**src/rtl/i2c_master_byte.sv**
```systemverilog
// Byte-oriented I2C master bit engine: clocks one data byte plus its ACK bit
// onto an open-drain bus. It handles clock stretching with an optional timeout
// and detects lost arbitration on write data bits.
module i2c_master_byte #(
  parameter int DATA_WIDTH    = 8,
  parameter int DIV_WIDTH     = 8,
  parameter int TIMEOUT_WIDTH = 11
) (
  input  logic                     clk,
  input  logic                     reset,
  input  logic                     start,
  input  logic                     rw_read,
  input  logic [DATA_WIDTH-1:0]    tx_data,
  input  logic                     ack_in,
  input  logic [DIV_WIDTH-1:0]     quarter_div,
  input  logic [TIMEOUT_WIDTH-1:0] stretch_timeout,
  input  logic                     scl_in,
  input  logic                     sda_in,
  output logic                     scl_drive_low,
  output logic                     sda_drive_low,
  output logic                     busy,
  output logic                     done,
  output logic [DATA_WIDTH-1:0]    rx_data,
  output logic                     ack_rcvd,
  output logic                     timeout,
  output logic                     arb_lost
);

  // The bit index counts DATA_WIDTH down to 1 for data bits; 0 is the ACK bit.
  localparam int IDX_W = $clog2(DATA_WIDTH + 1);
  localparam logic [IDX_W-1:0] IDX_FIRST = IDX_W'(DATA_WIDTH);
  localparam logic [IDX_W-1:0] IDX_LAST_DATA = IDX_W'(1);

  typedef enum logic [2:0] {IDLE, SETUP, RISE, HIGH, DONE} state_t;

  state_t                   state_reg, state_next;
  logic [IDX_W-1:0]         bit_idx_reg, bit_idx_next;
  logic [DIV_WIDTH-1:0]     phase_cnt_reg, phase_cnt_next;
  logic [TIMEOUT_WIDTH-1:0] stretch_cnt_reg, stretch_cnt_next;
  logic                     rw_reg, rw_next;
  logic                     ack_in_reg, ack_in_next;
  logic [DATA_WIDTH-1:0]    tx_shift_reg, tx_shift_next;
  logic [DIV_WIDTH-1:0]     q_reg, q_next;
  logic [TIMEOUT_WIDTH-1:0] to_reg, to_next;
  logic [DATA_WIDTH-2:0]    rx_shift_reg, rx_shift_next;
  logic [DATA_WIDTH-1:0]    rx_data_reg, rx_data_next;
  logic                     ack_reg, ack_next;
  logic                     timeout_reg, timeout_next;
  logic                     arb_reg, arb_next;
  // Level SCL is parked at while idle: held low after a clean byte so the
  // bus stays owned, released after reset or an aborted transfer.
  logic                     park_reg, park_next;

  logic [DIV_WIDTH-1:0]     q_eff;
  logic                     phase_last;
  logic [TIMEOUT_WIDTH-1:0] stretch_inc;
  logic                     sda_bit;

  // State and datapath registers
  always_ff @(posedge clk) begin
    if (reset) begin
      state_reg       <= IDLE;
      bit_idx_reg     <= '0;
      phase_cnt_reg   <= '0;
      stretch_cnt_reg <= '0;
      rw_reg          <= 1'b0;
      ack_in_reg      <= 1'b0;
      tx_shift_reg    <= '0;
      q_reg           <= '0;
      to_reg          <= '0;
      rx_shift_reg    <= '0;
      rx_data_reg     <= '0;
      ack_reg         <= 1'b0;
      timeout_reg     <= 1'b0;
      arb_reg         <= 1'b0;
      park_reg        <= 1'b0;
    end else begin
      state_reg       <= state_next;
      bit_idx_reg     <= bit_idx_next;
      phase_cnt_reg   <= phase_cnt_next;
      stretch_cnt_reg <= stretch_cnt_next;
      rw_reg          <= rw_next;
      ack_in_reg      <= ack_in_next;
      tx_shift_reg    <= tx_shift_next;
      q_reg           <= q_next;
      to_reg          <= to_next;
      rx_shift_reg    <= rx_shift_next;
      rx_data_reg     <= rx_data_next;
      ack_reg         <= ack_next;
      timeout_reg     <= timeout_next;
      arb_reg         <= arb_next;
      park_reg        <= park_next;
    end
  end

  // Next-state logic: phase sequencing, stretch timeout, sampling, arbitration
  always_comb begin
    state_next       = state_reg;
    bit_idx_next     = bit_idx_reg;
    phase_cnt_next   = phase_cnt_reg;
    stretch_cnt_next = stretch_cnt_reg;
    rw_next          = rw_reg;
    ack_in_next      = ack_in_reg;
    tx_shift_next    = tx_shift_reg;
    q_next           = q_reg;
    to_next          = to_reg;
    rx_shift_next    = rx_shift_reg;
    rx_data_next     = rx_data_reg;
    ack_next         = ack_reg;
    timeout_next     = timeout_reg;
    arb_next         = arb_reg;
    park_next        = park_reg;

    q_eff       = (q_reg == '0) ? DIV_WIDTH'(1) : q_reg;
    phase_last  = (phase_cnt_reg == q_eff - DIV_WIDTH'(1));
    stretch_inc = stretch_cnt_reg + TIMEOUT_WIDTH'(1);

    unique case (state_reg)
      IDLE: begin
        if (start) begin
          rw_next        = rw_read;
          ack_in_next    = ack_in;
          tx_shift_next  = tx_data;
          q_next         = quarter_div;
          to_next        = stretch_timeout;
          ack_next       = 1'b0;
          timeout_next   = 1'b0;
          arb_next       = 1'b0;
          bit_idx_next   = IDX_FIRST;
          phase_cnt_next = '0;
          state_next     = SETUP;
        end
      end
      SETUP: begin
        if (phase_last) begin
          phase_cnt_next   = '0;
          stretch_cnt_next = '0;
          state_next       = RISE;
        end else begin
          phase_cnt_next = phase_cnt_reg + DIV_WIDTH'(1);
        end
      end
      RISE: begin
        if (scl_in) begin
          phase_cnt_next = '0;
          state_next     = HIGH;
        end else begin
          // Hold at all-ones when the timeout is disabled instead of wrapping.
          if (stretch_cnt_reg != '1) stretch_cnt_next = stretch_inc;
          if (to_reg != '0 && stretch_inc == to_reg) begin
            timeout_next = 1'b1;
            park_next    = 1'b0;
            state_next   = DONE;
          end
        end
      end
      HIGH: begin
        if (phase_last) begin
          phase_cnt_next = '0;
          if (bit_idx_reg != '0) begin
            if (!rw_reg && tx_shift_reg[DATA_WIDTH-1] && !sda_in) begin
              arb_next   = 1'b1;
              park_next  = 1'b0;
              state_next = DONE;
            end else begin
              rx_shift_next = (DATA_WIDTH-1)'({rx_shift_reg, sda_in});
              if (rw_reg && bit_idx_reg == IDX_LAST_DATA)
                rx_data_next = {rx_shift_reg, sda_in};
              tx_shift_next = tx_shift_reg << 1;
              bit_idx_next  = bit_idx_reg - IDX_W'(1);
              state_next    = SETUP;
            end
          end else begin
            ack_next   = rw_reg ? ack_in_reg : ~sda_in;
            park_next  = 1'b1;
            state_next = DONE;
          end
        end else begin
          phase_cnt_next = phase_cnt_reg + DIV_WIDTH'(1);
        end
      end
      DONE: state_next = IDLE;
      default: state_next = IDLE;
    endcase
  end

  // Bus drive and status outputs decoded from the current state
  always_comb begin
    if (bit_idx_reg != '0) sda_bit = ~rw_reg & ~tx_shift_reg[DATA_WIDTH-1];
    else                   sda_bit = rw_reg & ack_in_reg;

    busy          = (state_reg != IDLE);
    done          = (state_reg == DONE);
    scl_drive_low = park_reg;
    sda_drive_low = 1'b0;
    unique case (state_reg)
      SETUP: begin
        scl_drive_low = 1'b1;
        sda_drive_low = sda_bit;
      end
      RISE, HIGH: begin
        scl_drive_low = 1'b0;
        sda_drive_low = sda_bit;
      end
      default: ;
    endcase
  end

  assign rx_data  = rx_data_reg;
  assign ack_rcvd = ack_reg;
  assign timeout  = timeout_reg;
  assign arb_lost = arb_reg;

endmodule

```
**config.mk**
```make
export PLATFORM = sky130hd
export DESIGN_NAME = i2c_master_byte
export DESIGN_NICKNAME = d
export VERILOG_FILES = /design/src/rtl/i2c_master_byte.sv
export SDC_FILE = /design/constraint.sdc
export NUM_CORES = 1
export LEC_CHECK = 0
export CAP_MARGIN = 30
export CORE_MARGIN = 5
export CORE_UTILIZATION = 62
export CTS_CLUSTER_DIAMETER = 120
export DETAILED_ROUTE_END_ITERATION = 7
export DONT_BUFFER_PORTS = 1
export GPL_ROUTABILITY_DRIVEN = 0
export HOLD_SLACK_MARGIN = 0.02
export MAX_ROUTING_LAYER = met4
export PLACE_DENSITY = 0.88
export SLEW_MARGIN = 30
export SYNTH_ARGS = -nofsm -noshare
export SYNTH_HDL_FRONTEND = slang
export SYNTH_SLANG_ARGS = --single-unit
```
**constraint.sdc**
```tcl
create_clock -name clk -period 3.4 [get_ports clk]
set_input_delay 0.68 -clock clk [delete_from_list [all_inputs] [get_ports clk]]
set_output_delay 0.68 -clock clk [all_outputs]
set_load 0.02 [all_outputs]
```
; After elaboration in Yosys (flattened, before gate mapping)
; Cells that the tools add are included.
[word_totals]
output_inout_bits = 15
ff_bits = 74
elab_cells = 124
input_bits = 34
[op_classes]
n_eq_ne = 21
bitwise = 6
n_reduce_logical = 30
addsub = 4
n_mux = 48
[op_table]
columns = op, n
row1 = 2-to-1 mux 8 bit, 8
row2 = 2-to-1 mux 11 bit, 3
row3 = one-hot mux 8 bit (3 select lines), 1
row4 = inequality test 2 bit (second input constant), 11
row5 = one-hot mux 11 bit (2 select lines), 1
row6 = 2-to-1 mux 3 bit, 7
row7 = AND reduction 4 bit, 5
row8 = AND reduction 5 bit, 4
row9 = 2-to-1 mux 1 bit, 16
row10 = 2-to-1 mux 4 bit, 4
row11 = one-hot mux 8 bit (2 select lines), 1
row12 = one-hot mux 3 bit (4 select lines), 1
row13 = adder 11 x 1 -> 11 bit (second input constant), 1
row14 = == test 11 bit, 1
row15 = inequality test 11 bit (second input constant), 1
row16 = nonzero test 11 bit, 1
row17 = one-hot mux 1 bit (2 select lines), 5
row18 = adder 8 x 1 -> 8 bit (second input constant), 1
row19 = == test 8 bit, 1
row20 = logical NOT 8 bit, 1
row21 = one-hot mux 4 bit (2 select lines), 1
row22 = nonzero test 2 bit, 4
row23 = subtractor 8 x 1 -> 8 bit (second input constant), 1
row24 = == test 3 x 2 -> 1 bit (second input constant), 2
row25 = 16 further kinds, 27

; Logic depth before layout (Yosys ltp)
; Gate-level depths: netlist of the first run.
[logic_depth]
depth_word = 7
depth_mapped = 11
ltp_nobuf = 10

; Worst setup path after synthesis of the first run
; Ideal clock, no wire load.
[synth_timing]
path_kind = reg2reg
from = register stretch_cnt_reg[0]
to = register park_reg
setup_ns = 0.121
t_required_ns = 3.279
t_arrival_ns = 2.770
synth_period_minus_slack_ns = 2.891
path_stages_with_launch = 8
path_slack_ns = 0.509
n_path_buf = 0
path_cell_list = dfxtp_1 ha_1 and3_1 nand2_1 or4_2 a2111o_1 a221oi_1 mux2_2
[synth_between]
elab_chain_cells = 5
[synth_lines]
columns = element, line_no
row1 = start: declaration, 39  ; logic [TIMEOUT_WIDTH-1:0] stretch_cnt_reg, stretch_cnt_next;
row2 = start signal: assignment, 81  ; stretch_cnt_reg <= stretch_cnt_next;
row3 = adder 11 x 1 -> 11 bit, 116  ; stretch_inc = stretch_cnt_reg + TIMEOUT_WIDTH'(1);
row4 = == test 11 bit, 150  ; if (to_reg != '0 && stretch_inc == to_reg) begin
row5 = logical AND 1 bit, 150
row6 = inequality test 2 bit (no source line), --
row7 = AND reduction 5 bit (no source line), --
row8 = end signal: assignment, 92  ; park_reg <= park_next;
row9 = end: declaration, 52  ; logic park_reg, park_next;
; Every way passes these cells.
; A chain may end at the register's enable or synchronous reset.

; Worst setup path in the final report of the first run
; Ends and elaborated chain as after synthesis.

==> impl_metrics.tcl, run 1 <==
set metrics [dict create \
    outcome "completed" \
    initial_core_utilization_pct 63.69 \
    synthFlopType "dfxtp_1" \
    ys_async_sr_fraction_pct 0 \
    number_of_global_route_vias_before_repair 3052 \
    die_h_um 87.99 \
    timing.critical_path.slowest_stage_cell "or4_2" \
    clockRootBuffer "clkbuf_8" \
    synth_seq_area_share_pct 39.28 \
    worst-endpoint-required_ns 3.65 \
    global_route.overflow_total 0 \
    worst_setup_hold_path_clk_slew_ns 0.07 \
    preCtsSetupSlack_ns 0.2580 \
    post-cts-setup-buffers 0 \
    synthCells 460 \
    n_antenna_cell 0 \
    finish.net_count 492 \
    maximum_capacitance_violations 0 \
    max-clock-path-buffers 2 \
    crit-reg2reg-launch "stretch_cnt_reg[0]$_SDFFE_PP0P_" \
    avgRoutedWirePerCell_um 15.65 \
    floorplan.io_pins 49 \
    synthesis.nets 500 \
    timing.critical_path.cells "ha_1, and3_1, nand2_1, or4_2, a2111o_1, a221oi_1, mux2_2" \
    via_count 3245 \
    flow.area_growth_from_synthesis_pct 5.342 \
    routed_via_density 6.100 \
    core_region_area_um2 5921 \
    hold_viol_final 0 \
    worst_hold_path.num_cells 1 \
    critical_path_class "reg -> reg" \
    yosysWarningCount 0 \
    critPathBufInv 0 \
    drt_pass1_iterations 5 \
    cts_buffers 9 \
    worst_hold_path_type "in -> reg" \
    number_of_h_tree_levels 3 \
    postRouteWirelength_um 8324 \
    power.leakage_nw 1.521 \
    grt_use_total_pct 23.77 \
    drtIter0Drc 329 \
    grt_start_max_net_pins 76 \
    rows 28 \
    fin_ws_ns 0.2156 \
    wire_length_of_the_first_global_routing_pass_um 14160 \
    tritoncts_num_sinks 74 \
    skew_ns 0.01042 \
    netlist_area_um2 3771 \
    worstSetupEndpointType "register" \
    power_per_cell_area_nw_per_um2 468.0 \
    hold_path_end "phase_cnt_reg[1]$_SDFFE_PP0P_" \
    synth_enable_flop_cells 0 \
    crit-reg2reg-capture "park_reg$_SDFFE_PP0P_" \
    number_of_different_library_cells_in_the_post_synthesis_netlist 57 \
    route.detailed.drc 0 \
    setup.reg_to_reg.worst_slack_ns 0.22 \
    cts_tree "built" \
    tightest_slew_ns 0.7760 \
    critical_path.startpoint_type "register" \
    die-area_um2 7742 \
    min_from "reset" \
    antenna_found_initial 0 \
    dieWidth_um 87.99 \
    final.setup.tns_ns 0 \
    fin_hold_ws_ns 0.3896 \
    timing_max_transition_violations_final 0 \
    finalSetupViolations 0 \
    slew_headroom_pct 47.98 \
    worstPathArrival_ns 3.43 \
    antenna_left 0 \
    hpwl_um 5902 \
    maxClockFrequency_mhz 314.0 \
    post-route-period-util_pct 93.66 \
    reg2reg_depth 7 \
    vdd.ir_drop.worst_mv 0.3434 \
    drive_gt1_share_pct 9.409 \
    io_buffers 0 \
    path_max_fanout 8 \
    yosys_register_bits 74 \
    critical-path-max-stage-delay_ns 0.67 \
    fin_crit_ns 3.184 \
    insertion_delay_ns 0.36 \
    mean_post_synth_cell_area_um2 8.198 \
    critPathTopFamily "simple AND/OR/NAND/NOR gates" \
    grt_setup_unrepaired "no" \
]
where the power goes:
part / switching [mW] / internal [mW]
clock: 0.324 / 0.357
sequential: 0.0423 / 0.901
combinational: 0.135 / 0.100
total: 0.501 / 1.36
final cells by class:
class,count,area (µm²)
Clock buffer,11,141.4
Multi-Input combinational cell,355,2135
Sequential cell,74,1481
Fill cell,483,1948
Inverter,6,22.52
Tap cell,75,93.84
Clock inverter,5,53.80
Timing Repair Buffer,6,45.04
layer usage:
metal / track usage, % / vias up / wire [µm] / part of all wire (%)
li1: - / 1620 / - / -
met5: - / - / 0 / 0
met4: 8.787 / 0 / 142 / 1.7
met3: 6.397 / 17 / 487 / 5.9
met1: 30.76 / 1498 / 3775 / 45
met2: 35.55 / 110 / 3918 / 47
synth_stat cells, types with 4 or more instances:
master	instances	share of area [%]
a21oi_1	45	6.0
xor2_1	9	2.1
clkbuf_1	19	1.9
o21ai_0	11	1.5
inv_1	6	0.60
nand2b_1	6	1.0
a31oi_1	10	1.7
nor3b_1	4	0.80
nor2_1	56	5.6
nand3_1	15	2.0
xnor2_1	17	3.9
and3_1	5	0.83
dfxtp_1	74	39
mux2i_1	18	4.8
o221a_2	6	1.8
nand2_1	69	6.9
a311oi_1	8	1.9
nor3_1	18	2.4
ha_1	6	2.0
what timing repair did:
action | CTS | global route
resized for setup | 0 | 1
hold buffers | 0 | 0
endpoints found under the hold margin | 0 | 0
setup endpoints to repair | 0 | 10
how the worst max path moves through the flow:
| stage | to | slack (ns) | cells past startpoint | from |
|---|---|---|---|---|
| after detailed placement | rx_data[3]$_SDFFE_PP0P_ | 0.26 | 11 | q_reg[2]$_SDFFE_PP0P_ |
| after global routing | park_reg$_SDFFE_PP0P_ | 0.03 | 7 | stretch_cnt_reg[0]$_SDFFE_PP0P_ |
| after floorplan | park_reg$_SDFFE_PP0P_ | 0.51 | 7 | stretch_cnt_reg[0]$_SDFFE_PP0P_ |
| after global placement | park_reg$_SDFFE_PP0P_ | 0.40 | 7 | stretch_cnt_reg[0]$_SDFFE_PP0P_ |
| final | park_reg$_SDFFE_PP0P_ | 0.22 | 7 | stretch_cnt_reg[0]$_SDFFE_PP0P_ |
| after CTS | rx_data[3]$_SDFFE_PP0P_ | 0.26 | 11 | q_reg[2]$_SDFFE_PP0P_ |
through the flow:
step	utilization, %	total power [mW]	instance area (µm²)	instances
after floorplan	-	1.159	3771	460
after global placement	63.72	1.182	3772	516
after detailed placement	63.72	1.194	3772	516
after CTS	67.01	1.865	3968	532
after global routing	67.10	1.947	3973	532
final	67.10	1.859	3973	532
cells by family (layout without fill, tap and decap cells):
logic type,count (synthesis),in the layout,synth area share (%)
fa+ha+maj,6,6,1.991
compound gates,98,98,17.25
xor+xnor,26,26,6.039
mux,19,19,5.076
simple gates,206,206,26.11
buf+inv,31,28,4.247
flops,74,74,39.28
placed cells by master, fill, tap and decap left out, types with 8 or more instances in the layout:
master	n
nor2_1	56
nand2_1	69
mux2i_1	18
nand3_1	15
a311oi_1	8
nor3_1	18
clkbuf_8	10
dfxtp_1	74
a31oi_1	10
xor2_1	9
a21oi_1	45
o21ai_0	11
xnor2_1	17
Note: power is estimated with default switching activity, not from simulation.
==> run 2, diff against run 1 <==
--- a/config.mk
+++ b/config.mk
@@ -6,6 +6,7 @@
 export NUM_CORES = 1
 export LEC_CHECK = 0
 export CAP_MARGIN = 30
+export CORE_ASPECT_RATIO = 0.8
 export CORE_MARGIN = 5
 export CORE_UTILIZATION = 62
 export CTS_CLUSTER_DIAMETER = 120
==> run 2 against run 1 <==
Compared with the run above: worst hold slack gained 0.014 ns; worst setup slack gained 0.0065 ns; final cell count grew 0.94%.
==> impl_metrics.tcl, run 2 (same netlist as run 1, synthesis figures left out) <==
set metrics [dict create \
    critPathTopFamily "simple AND/OR/NAND/NOR gates" \
    core_region_area_um2 5912 \
    cts-hold-fix-buffers 0 \
    number_of_global_route_vias_before_repair 3091 \
    maxClockFrequency_mhz 314.7 \
    power.leakage_nw 1.527 \
    cts_buffers 9 \
    outcome "completed" \
    timing_max_transition_violations_final 0 \
    global_route.overflow_total 0 \
    clockRootBuffer "clkbuf_8" \
    max-clock-path-buffers 2 \
    critPathBufInv 1 \
    final_common_cell "dfxtp_1" \
    route.detailed.drc 0 \
    rows 25 \
    final.setup.tns_ns 0 \
    worstPathArrival_ns 3.45 \
    post-cts-setup-buffers 0 \
    antenna_left 0 \
    timing.critical_path.cells "nor4_1, a31oi_1, ha_1, nor3b_2, and3_1, o21ai_0, a2111oi_4, buf_4, nor3_2, a41oi_1, a31oi_1" \
    insertion_delay_ns 0.35 \
    postRouteWirelength_um 8561 \
    drtIter0Drc 321 \
    grt_use_total_pct 23.51 \
    vdd.ir_drop.worst_mv 0.2978 \
    n_antenna_cell 0 \
    finalSetupViolations 0 \
    finish.net_count 491 \
    routed_via_density 6.229 \
    worstSetupEndpointType "register" \
    fillCellCount 476 \
    critical_path.startpoint_type "register" \
    wire_length_of_the_first_global_routing_pass_um 14550 \
    drive_gt1_share_pct 9.430 \
    initial_core_utilization_pct 63.79 \
    skew_ns 0.01336 \
    number_of_h_tree_levels 3 \
    antenna_found_initial 0 \
    worst_hold_path_type "in -> reg" \
    flow.area_growth_from_synthesis_pct 5.806 \
    cts_tree "built" \
    tritoncts_num_sinks 74 \
    dieWidth_um 97.20 \
    maximum_capacitance_violations 0 \
    timing.critical_path.slowest_stage_cell "nor3_2" \
    critical-path-max-stage-delay_ns 0.45 \
    drt_pass1_iterations 5 \
    die-area_um2 7752 \
    place_area_um2 3779 \
    path_max_fanout 10 \
    worst-endpoint-required_ns 3.67 \
    critical_path_class "reg -> reg" \
    tightest_slew_ns 0.7041 \
    fin_area_um2 3990 \
    power_per_cell_area_nw_per_um2 467.9 \
    post-route-period-util_pct 93.47 \
    floorplan.io_pins 49 \
    worst_setup_hold_path_clk_slew_ns 0.08 \
    grt_start_max_net_pins 76 \
    cts.repair.resized 0 \
    die_h_um 79.76 \
    slew_headroom_pct 52.70 \
    core_occupancy_in_the_finished_layout_pct 67.49 \
    avgRoutedWirePerCell_um 15.94 \
    io_buffers 0 \
    hold_viol_final 0 \
    via_count 3345 \
    layout.cells.most_common_list "dfxtp_1, nand2_1, nor2_1" \
    hpwl_um 6047 \
    fin_crit_ns 3.178 \
    grt_setup_unrepaired "no" \
    cell_type_with_the_highest_occurrence_count_on_the_critical_path "a31oi_1" \
]
[run 2: cell count changes in the layout (fill, tap and decap cells not counted), sizes merged]
cell / previous run / this run
clkinvlp: 0 / 1
buf: 6 / 5
inv: 6 / 7
clkbuf: 11 / 9
[run 2: worst paths after layout]
kind                                                   from                            end  slack, ns  cells past startpoint
worst max-delay path                  q_reg[2]$_SDFFE_PP0P_  phase_cnt_reg[7]$_SDFFE_PP0P_       0.22                     11
worst min-delay path                                  reset    bit_idx_reg[0]$_SDFFE_PP0P_       0.40                      1
worst min register to register  bit_idx_reg[1]$_SDFFE_PP0P_    bit_idx_reg[1]$_SDFFE_PP0P_       0.49                      2
worst max register to register        q_reg[2]$_SDFFE_PP0P_  phase_cnt_reg[7]$_SDFFE_PP0P_       0.22                     11
[run 2: metal layers]
metal | part of all wire [%] | track usage, %
met1 | 45 | 30.22
met2 | 44 | 35.40
met4 | 1.7 | 7.433
met5 | 0 | -
met3 | 9.4 | 7.598
[run 2: worst register-to-register path: cells and delay by family (launching register included)]
family	cells	cell delay, ns
simple gates	4	1.25
compound gates	5	1.01
buf+inv	1	0.19
fa+ha+maj	1	0.28
flops	1	0.39
[run 2: power breakdown]
| part | total, mW | switching (mW) | internal (mW) |
|---|---|---|---|
| Sequential | 0.945 | 0.0438 | 0.901 |
| Clock | 0.683 | 0.340 | 0.344 |
| Combinational | 0.239 | 0.138 | 0.101 |
| Total | 1.87 | 0.522 | 1.35 |
[run 2: cell type report]
cell class / instances / area [µm²] / area share [%]
inverters: 6 / 22.52 / 0.5644
clock inverters: 7 / 77.57 / 1.944
repair buffers: 5 / 37.54 / 0.9407
flip-flops and latches: 74 / 1481 / 37.13
multi-input cells: 355 / 2146 / 53.78
clock buffers: 9 / 123.9 / 3.104
well taps: 81 / 101.3 / 2.540
[run 2: stage by stage]
stage | setup WS (ns) | hold WS (ns) | instances | total power [mW]
final | 0.2221 | 0.4032 | 537 | 1.867
after CTS | 0.1619 | 0.3783 | 537 | 1.881
after floorplan | 0.5091 | 0.4481 | 460 | 1.159
after global routing | 0.05776 | 0.3759 | 537 | 1.961
after detailed placement | 0.1789 | 0.4704 | 521 | 1.198
after global placement | 0.3887 | 0.4550 | 521 | 1.186
